**src/rtl/signsum_decoder_if.sv**
```systemverilog
// Handshake/data bundle between the signed ripple adder and the sign-magnitude decoder.
interface signsum_decoder_if #(parameter int bitNumber = 8);
  logic                 in_valid;
  logic                 in_ready;
  logic [bitNumber-1:0] Sum;
  logic                 A_sign;
  logic                 B_sign;
  logic                 out_valid;
  logic                 out_ready;
  logic                 Sign;
  logic [bitNumber-2:0] Mag;
  logic                 Ovf;

  modport master (
    output in_valid, Sum, A_sign, B_sign, out_ready,
    input  in_ready, out_valid, Sign, Mag, Ovf
  );
  modport slave (
    input  in_valid, Sum, A_sign, B_sign, out_ready,
    output in_ready, out_valid, Sign, Mag, Ovf
  );
endinterface

```
**src/rtl/signsum_decoder.sv**
```systemverilog
// Bit-serial (LSB first) two's-complement to sign-magnitude converter with overflow flag.
// Optional `SIGNDEC_SATURATE_EN: overflowed results saturate to full-scale magnitude.
module signsum_decoder #(
  parameter int bitNumber = 8
) (
  input logic               clk1,
  input logic               rst,
  signsum_decoder_if.slave  bus
);
  localparam int             CW      = $clog2(bitNumber);
  localparam logic [CW-1:0]  LAST    = CW'(bitNumber - 1);
  localparam logic [CW-1:0]  LASTBIT = CW'(bitNumber - 2);

  typedef enum logic [1:0] {IDLE, SHIFT, DONE} state_t;

  state_t               r_state, w_next;
  logic [bitNumber-1:0] r_sh;
  logic [bitNumber-2:0] r_acc, r_mag;
  logic [CW-1:0]        r_cnt;
  logic                 r_neg, r_seen, r_ovf_pend, r_sat_sign;
  logic                 r_sign, r_ovf;
  logic                 w_capture, w_commit, w_bit, w_sgn_ovf, w_min_neg;
  logic                 w_in_ready, w_out_valid;
  logic                 w_sign_nxt;
  logic [bitNumber-2:0] w_mag_nxt;

  assign w_capture = (r_state == IDLE) && bus.in_valid;
  assign w_commit  = (r_state == SHIFT) && (r_cnt == LAST);
  assign w_sgn_ovf = (bus.A_sign == bus.B_sign) && (bus.Sum[bitNumber-1] != bus.A_sign);
  assign w_min_neg = (bus.Sum == {1'b1, {(bitNumber-1){1'b0}}});
  // Copy-until-first-one: bits after the first set bit are inverted for negatives.
  assign w_bit     = r_sh[0] ^ (r_neg & r_seen);

  always_ff @(posedge clk1 or posedge rst) begin
    if (rst) r_state <= IDLE;
    else     r_state <= w_next;
  end

  always_comb begin
    w_next = r_state;
    case (r_state)
      IDLE:    if (bus.in_valid)  w_next = SHIFT;
      SHIFT:   if (r_cnt == LAST) w_next = DONE;
      DONE:    if (bus.out_ready) w_next = IDLE;
      default: w_next = IDLE;
    endcase
  end

  always_comb begin
    w_in_ready  = 1'b0;
    w_out_valid = 1'b0;
    case (r_state)
      IDLE:    w_in_ready  = 1'b1;
      DONE:    w_out_valid = 1'b1;
      default: ;
    endcase
  end

  always_comb begin
    w_mag_nxt  = r_acc;
    w_sign_nxt = r_neg & (|r_acc);
`ifdef SIGNDEC_SATURATE_EN
    if (r_ovf_pend) begin
      w_mag_nxt  = '1;
      w_sign_nxt = r_sat_sign;
    end
`endif
  end

  // Bits 0..n-2 shift during cnt 0..n-2; the final SHIFT cycle commits the
  // result so DONE is entered n edges after the capture edge.
  always_ff @(posedge clk1 or posedge rst) begin
    if (rst) begin
      r_sh       <= '0;
      r_acc      <= '0;
      r_cnt      <= '0;
      r_neg      <= 1'b0;
      r_seen     <= 1'b0;
      r_ovf_pend <= 1'b0;
      r_sat_sign <= 1'b0;
      r_sign     <= 1'b0;
      r_mag      <= '0;
      r_ovf      <= 1'b0;
    end else if (w_capture) begin
      r_sh       <= bus.Sum;
      r_neg      <= bus.Sum[bitNumber-1];
      r_seen     <= 1'b0;
      r_cnt      <= '0;
      r_ovf_pend <= w_sgn_ovf | w_min_neg;
      r_sat_sign <= w_sgn_ovf ? bus.A_sign : 1'b1;
    end else if (r_state == SHIFT) begin
      r_cnt <= r_cnt + 1'b1;
      if (r_cnt <= LASTBIT) begin
        r_sh   <= r_sh >> 1;
        r_acc  <= {w_bit, r_acc[bitNumber-2:1]};
        r_seen <= r_seen | r_sh[0];
      end
      if (w_commit) begin
        r_sign <= w_sign_nxt;
        r_mag  <= w_mag_nxt;
        r_ovf  <= r_ovf_pend;
      end
    end
  end

  assign bus.in_ready  = w_in_ready;
  assign bus.out_valid = w_out_valid;
  assign bus.Sign      = r_sign;
  assign bus.Mag       = r_mag;
  assign bus.Ovf       = r_ovf;
endmodule

```
**src/flat_wrapper.sv**
```systemverilog
// flat-port wrapper written by rule: the top's interface ports become plain ports
module signsum_decoder_flat 
#(
  parameter int bitNumber = 8
)
  (clk1, rst, bus_in_valid, bus_Sum, bus_A_sign, bus_B_sign, bus_out_ready, bus_in_ready, bus_out_valid, bus_Sign, bus_Mag, bus_Ovf);
  signsum_decoder_if #(.bitNumber(bitNumber)) bus_i ();
  input logic clk1;
  input logic rst;
  input wire logic [$bits(bus_i.in_valid)-1:0] bus_in_valid;
  input wire logic [$bits(bus_i.Sum)-1:0] bus_Sum;
  input wire logic [$bits(bus_i.A_sign)-1:0] bus_A_sign;
  input wire logic [$bits(bus_i.B_sign)-1:0] bus_B_sign;
  input wire logic [$bits(bus_i.out_ready)-1:0] bus_out_ready;
  output wire logic [$bits(bus_i.in_ready)-1:0] bus_in_ready;
  output wire logic [$bits(bus_i.out_valid)-1:0] bus_out_valid;
  output wire logic [$bits(bus_i.Sign)-1:0] bus_Sign;
  output wire logic [$bits(bus_i.Mag)-1:0] bus_Mag;
  output wire logic [$bits(bus_i.Ovf)-1:0] bus_Ovf;
  assign bus_i.in_valid = bus_in_valid;
  assign bus_i.Sum = bus_Sum;
  assign bus_i.A_sign = bus_A_sign;
  assign bus_i.B_sign = bus_B_sign;
  assign bus_i.out_ready = bus_out_ready;
  assign bus_in_ready = bus_i.in_ready;
  assign bus_out_valid = bus_i.out_valid;
  assign bus_Sign = bus_i.Sign;
  assign bus_Mag = bus_i.Mag;
  assign bus_Ovf = bus_i.Ovf;
  signsum_decoder #(.bitNumber(bitNumber)) u_core (.clk1(clk1), .rst(rst), .bus(bus_i));
endmodule
```
**config.mk**
```make
export PLATFORM = sky130hd
export DESIGN_NAME = signsum_decoder_flat
export DESIGN_NICKNAME = d
export VERILOG_FILES = /design/src/rtl/signsum_decoder_if.sv /design/src/rtl/signsum_decoder.sv /design/src/flat_wrapper.sv
export SDC_FILE = /design/constraint.sdc
export NUM_CORES = 1
export LEC_CHECK = 0
export CORE_ASPECT_RATIO = 0.5
export CORE_MARGIN = 10
export CORE_UTILIZATION = 55
export CTS_CLUSTER_SIZE = 8
export DETAILED_ROUTE_END_ITERATION = 10
export PLACE_DENSITY = 0.82
export SLEW_MARGIN = 30
export SYNTH_ARGS = -nofsm -noshare
export SYNTH_HDL_FRONTEND = slang
export SYNTH_SLANG_ARGS = --single-unit
```
**constraint.sdc**
```tcl
create_clock -name clk1 -period 3.22 [get_ports clk1]
set_input_delay 0.322 -clock clk1 [delete_from_list [all_inputs] [get_ports clk1]]
set_output_delay 0.322 -clock clk1 [all_outputs]
set_load 0.05 [all_outputs]
```
==> impl_metrics.csv, run 1 <==
group,metric,value,unit
sta,hold_viol_final,0,
detailed_routing,drt_iter0_drc,41,
global_route,grt_max_degree,33,
detailed_routing,wl_per_cell,15.41,µm
detailed_routing,vias_per_cell,5.469,
detailed_routing,wl,2959,µm
sta,worst_pin_slew,0.5109,ns
cts,cts_buffers,5,
worst_setup_path,reg2reg_depth,5,
final_layout,drive_gt1_share,17.42,%
power_and_ir_drop,p_sw,0.7835,mW
run_status,outcome,"finished, final reports clean",
worst_setup_path,worst_setup_path_start_kind,"register",
sta,fin_crit_sh,65.34,%
logic_synthesis,synthesis.nets,146,
sta,fmax,475.3,MHz
final_layout,fin_util,69.96,%
final_layout,antennaDiodeCount,0,
die,rows,13,
detailed_routing,route.detailed.drc,0,
worst_setup_path,critPathMaxFanout,9,
logic_synthesis,yosys.area_share.simple,12.74,%
power_and_ir_drop,switching_share,40.98,%
cts,cts.sinks,32,
worst_setup_path,crit_chain,"nand2b_1 -> inv_1 -> clkdlybuf4s50_1",
logic_synthesis,yosysWarnings,0,
cts,path_clk_slew,0.06,ns
power_and_ir_drop,seqPwrFrac,38.9,%
worst_setup_path,cp.required,2.90,ns
detailed_routing,drt_pass1_iterations,4,
logic_synthesis,ys_seq_elements,32,
global_route,antenna_found_initial,0,
logic_synthesis,synth_top_family_by_area,"compound AO/OA/AOI/OAI gates",
global_route,grt_pass1_wl,4802,µm
logic_synthesis,muxShareOfSynthArea,12.22,%
cts,cts_buffer_depth,2,
power_and_ir_drop,combPwrFrac,46.1,%
cts,clock_latency,0.28,ns
power_and_ir_drop,p_per_area,1063,nW/µm²
flow_run,drv_cap,0,
hold_path,min_path_type,"in -> async",
global_route,grt_usage,11.52,%
placed_design,dp_hpwl,2096,µm
die,core,2570,µm²
sta,clock_skew,0.004720,ns
die,ios,25,
power_and_ir_drop,leakage,0.7856,nW
sta,layout_min_cycle_time,2.104,ns
cts,postCtsSetupRepairBufs,0,
placed_design,gp_congestion,0.7769,
detailed_routing,ant_nets,0,
die,fp.dieH,56.48,µm
logic_synthesis,synthAdderAreaFrac,2.564,%
sta,setup_violations,0,
cts,cts_resized,0,
logic_synthesis,ys_seq_area_share,54.70,%
cts,ctsHoldBuffers,0,
power_and_ir_drop,p_int,1.128,mW
worst_setup_path,cp-startpoint,"u_core.r_state[0]",
sta,fin_setup_tns,0,ns
final_layout,area_delta_synth_final,22.82,%
die,initial_core_util,56.96,%
worst_setup_path,r2r-end,"u_core.r_acc[2]",
logic_synthesis,synth_area_per_cell,11.35,µm²
sta,maxSlewHeadroom,65.84,%
final_layout,final_common_cell,"dfrtp_1",
worst_setup_path,timing.rr.start,"u_core.r_cnt[0]",
worst_setup_path,worstPathArrival,1.78,ns
cts,clock-root-buffer,"clkbuf_8",
detailed_routing,dr_total_vias,1050,
worst_setup_path,reg2reg_slack,1.44,ns
logic_synthesis,ys_types,30,
sta,grt_setup_unrepaired,"false",
power_and_ir_drop,peakVddDrop,479.7,µV
worst_setup_path,crit_type,"reg -> out",
cts,h-tree-depth,2,
sta,maxSlewViolCount,0,
logic_synthesis,synth_cells,129,
worst_setup_path,critPathSlowestCell,"clkdlybuf4s50_1",
final_layout,mostFrequentLayoutCells,"dfrtp_1, clkdlybuf4s50_1, mux2_2",
worst_setup_path,end_kind,"primary output",
global_route,grt_overflow,0,
cts,cts_tree,"done",
placed_design,port_buffers,24,
die,dieArea,5250,µm²
power_and_ir_drop,power.share.clock,15.0,%
worst_setup_path,max_stage_delay,0.80,ns
global_route,first_global_vias,1052,
power_and_ir_drop,power,1.912,mW
logic_synthesis,syn-cell-area,1464,µm²
die,die_w,92.96,µm
logic_synthesis,synth_compound_area_share,13.08,%
logic_synthesis,synthXorXnorAreaFrac,0.5983,%
final_layout,fin_nets,172,
[power groups by stage]
| stage | Combinational (mW) | Clock [mW] | Sequential, mW |
|---|---|---|---|
| after floorplan | 0.496 | 0 | 0.903 |
| after global placement | 0.863 | 0 | 0.735 |
| after detailed placement | 0.884 | 0 | 0.750 |
| after CTS | 0.890 | 0.290 | 0.745 |
| after global routing | 0.952 | 0.312 | 0.774 |
| final | 0.881 | 0.286 | 0.745 |
[layer usage]
metal	wire length (µm)	vias to the layer above	track usage [%]
li1	-	506	-
met1	1332	499	12.60
met2	1398	40	18.17
met4	47	0	7.642
met3	181	5	4.636
met5	0	-	0
[worst max-delay path by stage]
stage	endpoint	slack [ns]	depth (start not counted)
2_1_floorplan	u_core.r_acc[0]	1.68	5
3_3_place_gp	bus_out_valid	1.44	3
3_5_place_dp	bus_out_valid	1.41	3
4_1_cts	bus_out_valid	1.10	3
5_1_grt	bus_out_valid	1.03	3
6_report	bus_out_valid	1.12	3
[cell type report]
class	instances	area (µm²)
Timing Repair Buffer	26	255.2
Inverter	4	15.01
Tap cell	37	46.29
Sequential cell	32	800.8
Clock inverter	1	5.005
Fill cell	214	772.0
Multi-Input combinational cell	86	603.1
Clock buffer	6	72.57
[cells by family after synthesis]
kind of cell	count (synthesis)
AOI/OAI and AO/OA	32
xor gates and xnor gates	1
adders and majority gates	3
buffers and inverters	11
DFF	32
muxes	16
and+or+nand+nor	34
[synth_stat cells, drive strengths merged]
library cell	number	area share, %
o21bai	1	0.51
a21oi	8	2.7
o41ai	1	1.1
o21ai	11	3.8
nor2b	1	0.60
xnor2	1	0.60
nor2	12	3.1
a22o	1	0.60
nand2b	2	0.85
ha	3	2.6
nor3b	1	0.51
dfrtp	32	55
o211ai	1	0.51
or4	1	0.77
mux2	15	12
a31oi	9	3.8
inv	4	1.0
buf	7	3.1
nand3b	2	1.0
mux2i	1	0.68
nor4	1	0.43
nand2	10	3.1
or3b	1	0.60
nor4b	1	0.60
and3b	2	1.2
[flip-flops by register name (all words and copies together), names as in the netlist]
register and flops:
u_core.r_neg 1, u_core.r_sh 8, u_core.bus.Sign 1, u_core.r_ovf_pend 1, u_core.r_cnt 3, u_core.r_acc 7
u_core.bus.Ovf 1, u_core.r_state 2, u_core.bus.Mag 7, u_core.r_seen 1
[critical path: cells and delay by family, from the launching register on]
family	cells	cell delay, ns
AND/OR/NAND/NOR	1	0.19
flip-flops	1	0.46
buffers and inverters	2	0.86
[per-stage QoR]
stage	std cells	instance area, µm²	hold WS (ns)	setup WS [ns]
floorplan	129	1464	0.4296	1.678
global route	192	1798	0.4706	1.029
CTS	192	1798	0.4495	1.104
finish	192	1798	0.4350	1.116
global placement	185	1720	0.4667	1.439
detailed placement	185	1720	0.4755	1.408
(Power assumes the default switching activity.)
==> run 2: changes to the inputs <==
--- a/config.mk
+++ b/config.mk
@@ -7,10 +7,10 @@
 export LEC_CHECK = 0
 export CORE_ASPECT_RATIO = 0.5
 export CORE_MARGIN = 10
-export CORE_UTILIZATION = 55
+export CORE_UTILIZATION = 51
 export CTS_CLUSTER_SIZE = 8
 export DETAILED_ROUTE_END_ITERATION = 10
-export PLACE_DENSITY = 0.82
+export PLACE_DENSITY = 0.77
 export SLEW_MARGIN = 30
 export SYNTH_ARGS = -nofsm -noshare
 export SYNTH_HDL_FRONTEND = slang
==> constraint.sdc (replaced) <==
create_clock -name clk1 -period 2.1 [get_ports clk1]
set_input_delay 0.21 -clock clk1 [delete_from_list [all_inputs] [get_ports clk1]]
set_output_delay 0.21 -clock clk1 [all_outputs]
set_load 0.05 [all_outputs]
==> run 2 against run 1 <==
Compared with the run above:
- sequential power up 53%
- critical path depth unchanged
- clock power up 110%
- clock-buffer cell count shrank 1
- global-route usage is 0.67 points lower
- final area grew 2.3%
- power grew 61%
- via count rose by 0.48%
==> impl_metrics.csv, run 2 (synthesis results as in run 1) <==
group,metric,value,unit
sta,fmax,496.0,MHz
cts,path_clk_slew,0.07,ns
cts,cts_tree,"done",
worst_setup_path,cp.required,1.89,ns
global_route,first_global_vias,1021,
die,fp.dieH,57.89,µm
cts,clock_latency,0.28,ns
worst_setup_path,worstPathArrival,1.81,ns
detailed_routing,vias_per_cell,5.438,
final_layout,mostFrequentLayoutCells,"dfrtp_1, clkdlybuf4s50_1, mux2_2",
die,initial_core_util,54.88,%
final_layout,final_common_cell,"dfrtp_1",
final_layout,fillers,201,
cts,cts.sinks,32,
sta,maxSlewViolCount,0,
global_route,grt_overflow,0,
final_layout,antennaDiodeCount,0,
power_and_ir_drop,power.share.clock,19.2,%
sta,worst_pin_slew,0.5173,ns
power_and_ir_drop,p_per_area,1674,nW/µm²
detailed_routing,drt_iter0_drc,40,
run_status,outcome,"finished, final reports clean",
cts,h-tree-depth,2,
cts,cts_buffer_depth,2,
die,rows,13,
die,ios,25,
global_route,antenna_found_initial,0,
final_layout,largest_register,"u_core.r_sh",
worst_setup_path,crit_family,"buffers and inverters",
worst_setup_path,max_stage_delay,0.80,ns
cts,cts_resized,0,
power_and_ir_drop,seqPwrFrac,37.1,%
worst_setup_path,critPathMaxFanout,9,
global_route,grt_max_degree,33,
detailed_routing,route.detailed.drc,0,
hold_path,min_path_type,"in -> async",
cts,cts_buffers,5,
final_layout,fin_nets,173,
global_route,grt_usage,10.85,%
sta,maxSlewHeadroom,65.41,%
final_layout,fin_util,68.95,%
die,die_w,95.77,µm
worst_setup_path,critPathSlowestCell,"clkdlybuf4s50_1",
worst_setup_path,worst_setup_path_start_kind,"register",
global_route,grt_pass1_wl,4678,µm
worst_setup_path,timing.rr.start,"u_core.r_cnt[1]",
sta,setup_violations,0,
flow_run,drv_cap,0,
sta,grt_setup_unrepaired,"false",
sta,layout_min_cycle_time,2.016,ns
power_and_ir_drop,leakage,0.8030,nW
final_layout,regArea,800.8,µm²
sta,clock_skew,0.007236,ns
die,dieArea,5544,µm²
die,core,2668,µm²
final_layout,area_delta_synth_final,25.64,%
cts,ctsHoldBuffers,0,
detailed_routing,wl_per_cell,14.63,µm
final_layout,multi_input_area,603.1,µm²
placed_design,gp_congestion,0.7676,
final_layout,largest_register_ffs,8,
detailed_routing,drt_pass1_iterations,4,
power_and_ir_drop,switching_share,39.49,%
worst_setup_path,crit_buf_inv,2,
worst_setup_path,crit_chain,"nand2b_1 -> inv_1 -> clkdlybuf4s50_1",
sta,hold_viol_final,0,
placed_design,port_buffers,24,
sta,fin_setup_tns,0,ns
detailed_routing,wl,2839,µm
detailed_routing,ant_nets,0,
cts,postCtsSetupRepairBufs,0,
power_and_ir_drop,p_int,1.863,mW
cts,clock-root-buffer,"clkbuf_8",
power_and_ir_drop,peakVddDrop,970.2,µV
final_layout,drive_gt1_share,19.11,%
detailed_routing,dr_total_vias,1055,
power_and_ir_drop,combPwrFrac,43.8,%
sta,fin_crit_sh,96.01,%
worst_setup_path,cp-startpoint,"u_core.r_state[0]",
worst_setup_path,end_kind,"primary output",
worst_setup_path,crit_type,"reg -> out",
power_and_ir_drop,p_sw,1.216,mW
placed_design,dp_hpwl,2018,µm
[run 2: cell count changes in the layout (fill, tap and decap cells not counted)]
cell,change
clkinvlp_4,+1
clkbuf_1,-1
buf_4,+1
bufinv_16,+1
[run 2: cell type report]
type / count / area share, %
sequential: 32 / 43.54
multi-input combinational: 86 / 32.79
timing repair buffer: 27 / 14.29
clock buffer: 5 / 3.742
tap: 37 / 2.517
clock inverter: 3 / 2.313
inverter: 4 / 0.8163
[run 2: path summary, 6_finish.rpt]
| kind | endpoint | slack [ns] | cells past startpoint |
|---|---|---|---|
| min in group clk1 | u_core.r_state[1] | 0.50 | 2 |
| max | bus_out_valid | 0.08 | 3 |
| min | u_core.r_acc[2] | 0.31 | 3 |
| max in group asynchronous | u_core.r_neg | 1.49 | 3 |
| max reg2reg | u_core.bus.Mag[5] | 0.38 | 4 |
| min reg2reg | u_core.bus.Mag[2] | 0.50 | 1 |
[run 2: metal layers]
metal	vias up	global-route usage (%)	routed length (µm)
met2	34	16.60	1284
met3	4	4.621	213
met4	0	4.593	42
li1	509	-	-
met1	508	13.13	1299
met5	-	0	0
[run 2: tightest hold or removal path: stages]
cell and delay [ns]:
clkdlybuf4s50_1 0.40, inv_1 0.05, buf_4 0.36
[run 2: power by group through the flow]
| stage | clock network [mW] | registers, mW | logic [mW] |
|---|---|---|---|
| after CTS | 0.599 | 1.14 | 1.36 |
| after detailed placement | 0 | 1.15 | 1.36 |
| after global placement | 0 | 1.14 | 1.34 |
| after global routing | 0.630 | 1.18 | 1.47 |
| final | 0.591 | 1.14 | 1.35 |
| after floorplan | 0 | 1.38 | 0.760 |
[run 2: per-stage QoR]
stage	std cells	hold WS, ns	worst slack (ns)	power (mW)	instance area [µm²]
after floorplan	129	0.3176	0.5577	2.144	1464
after global placement	186	0.4756	0.3997	2.473	1728
after detailed placement	186	0.4942	0.3845	2.508	1728
after CTS	194	0.3250	0.06726	3.100	1839
after global routing	194	0.3642	0.02825	3.280	1839
final	194	0.3131	0.08387	3.079	1839
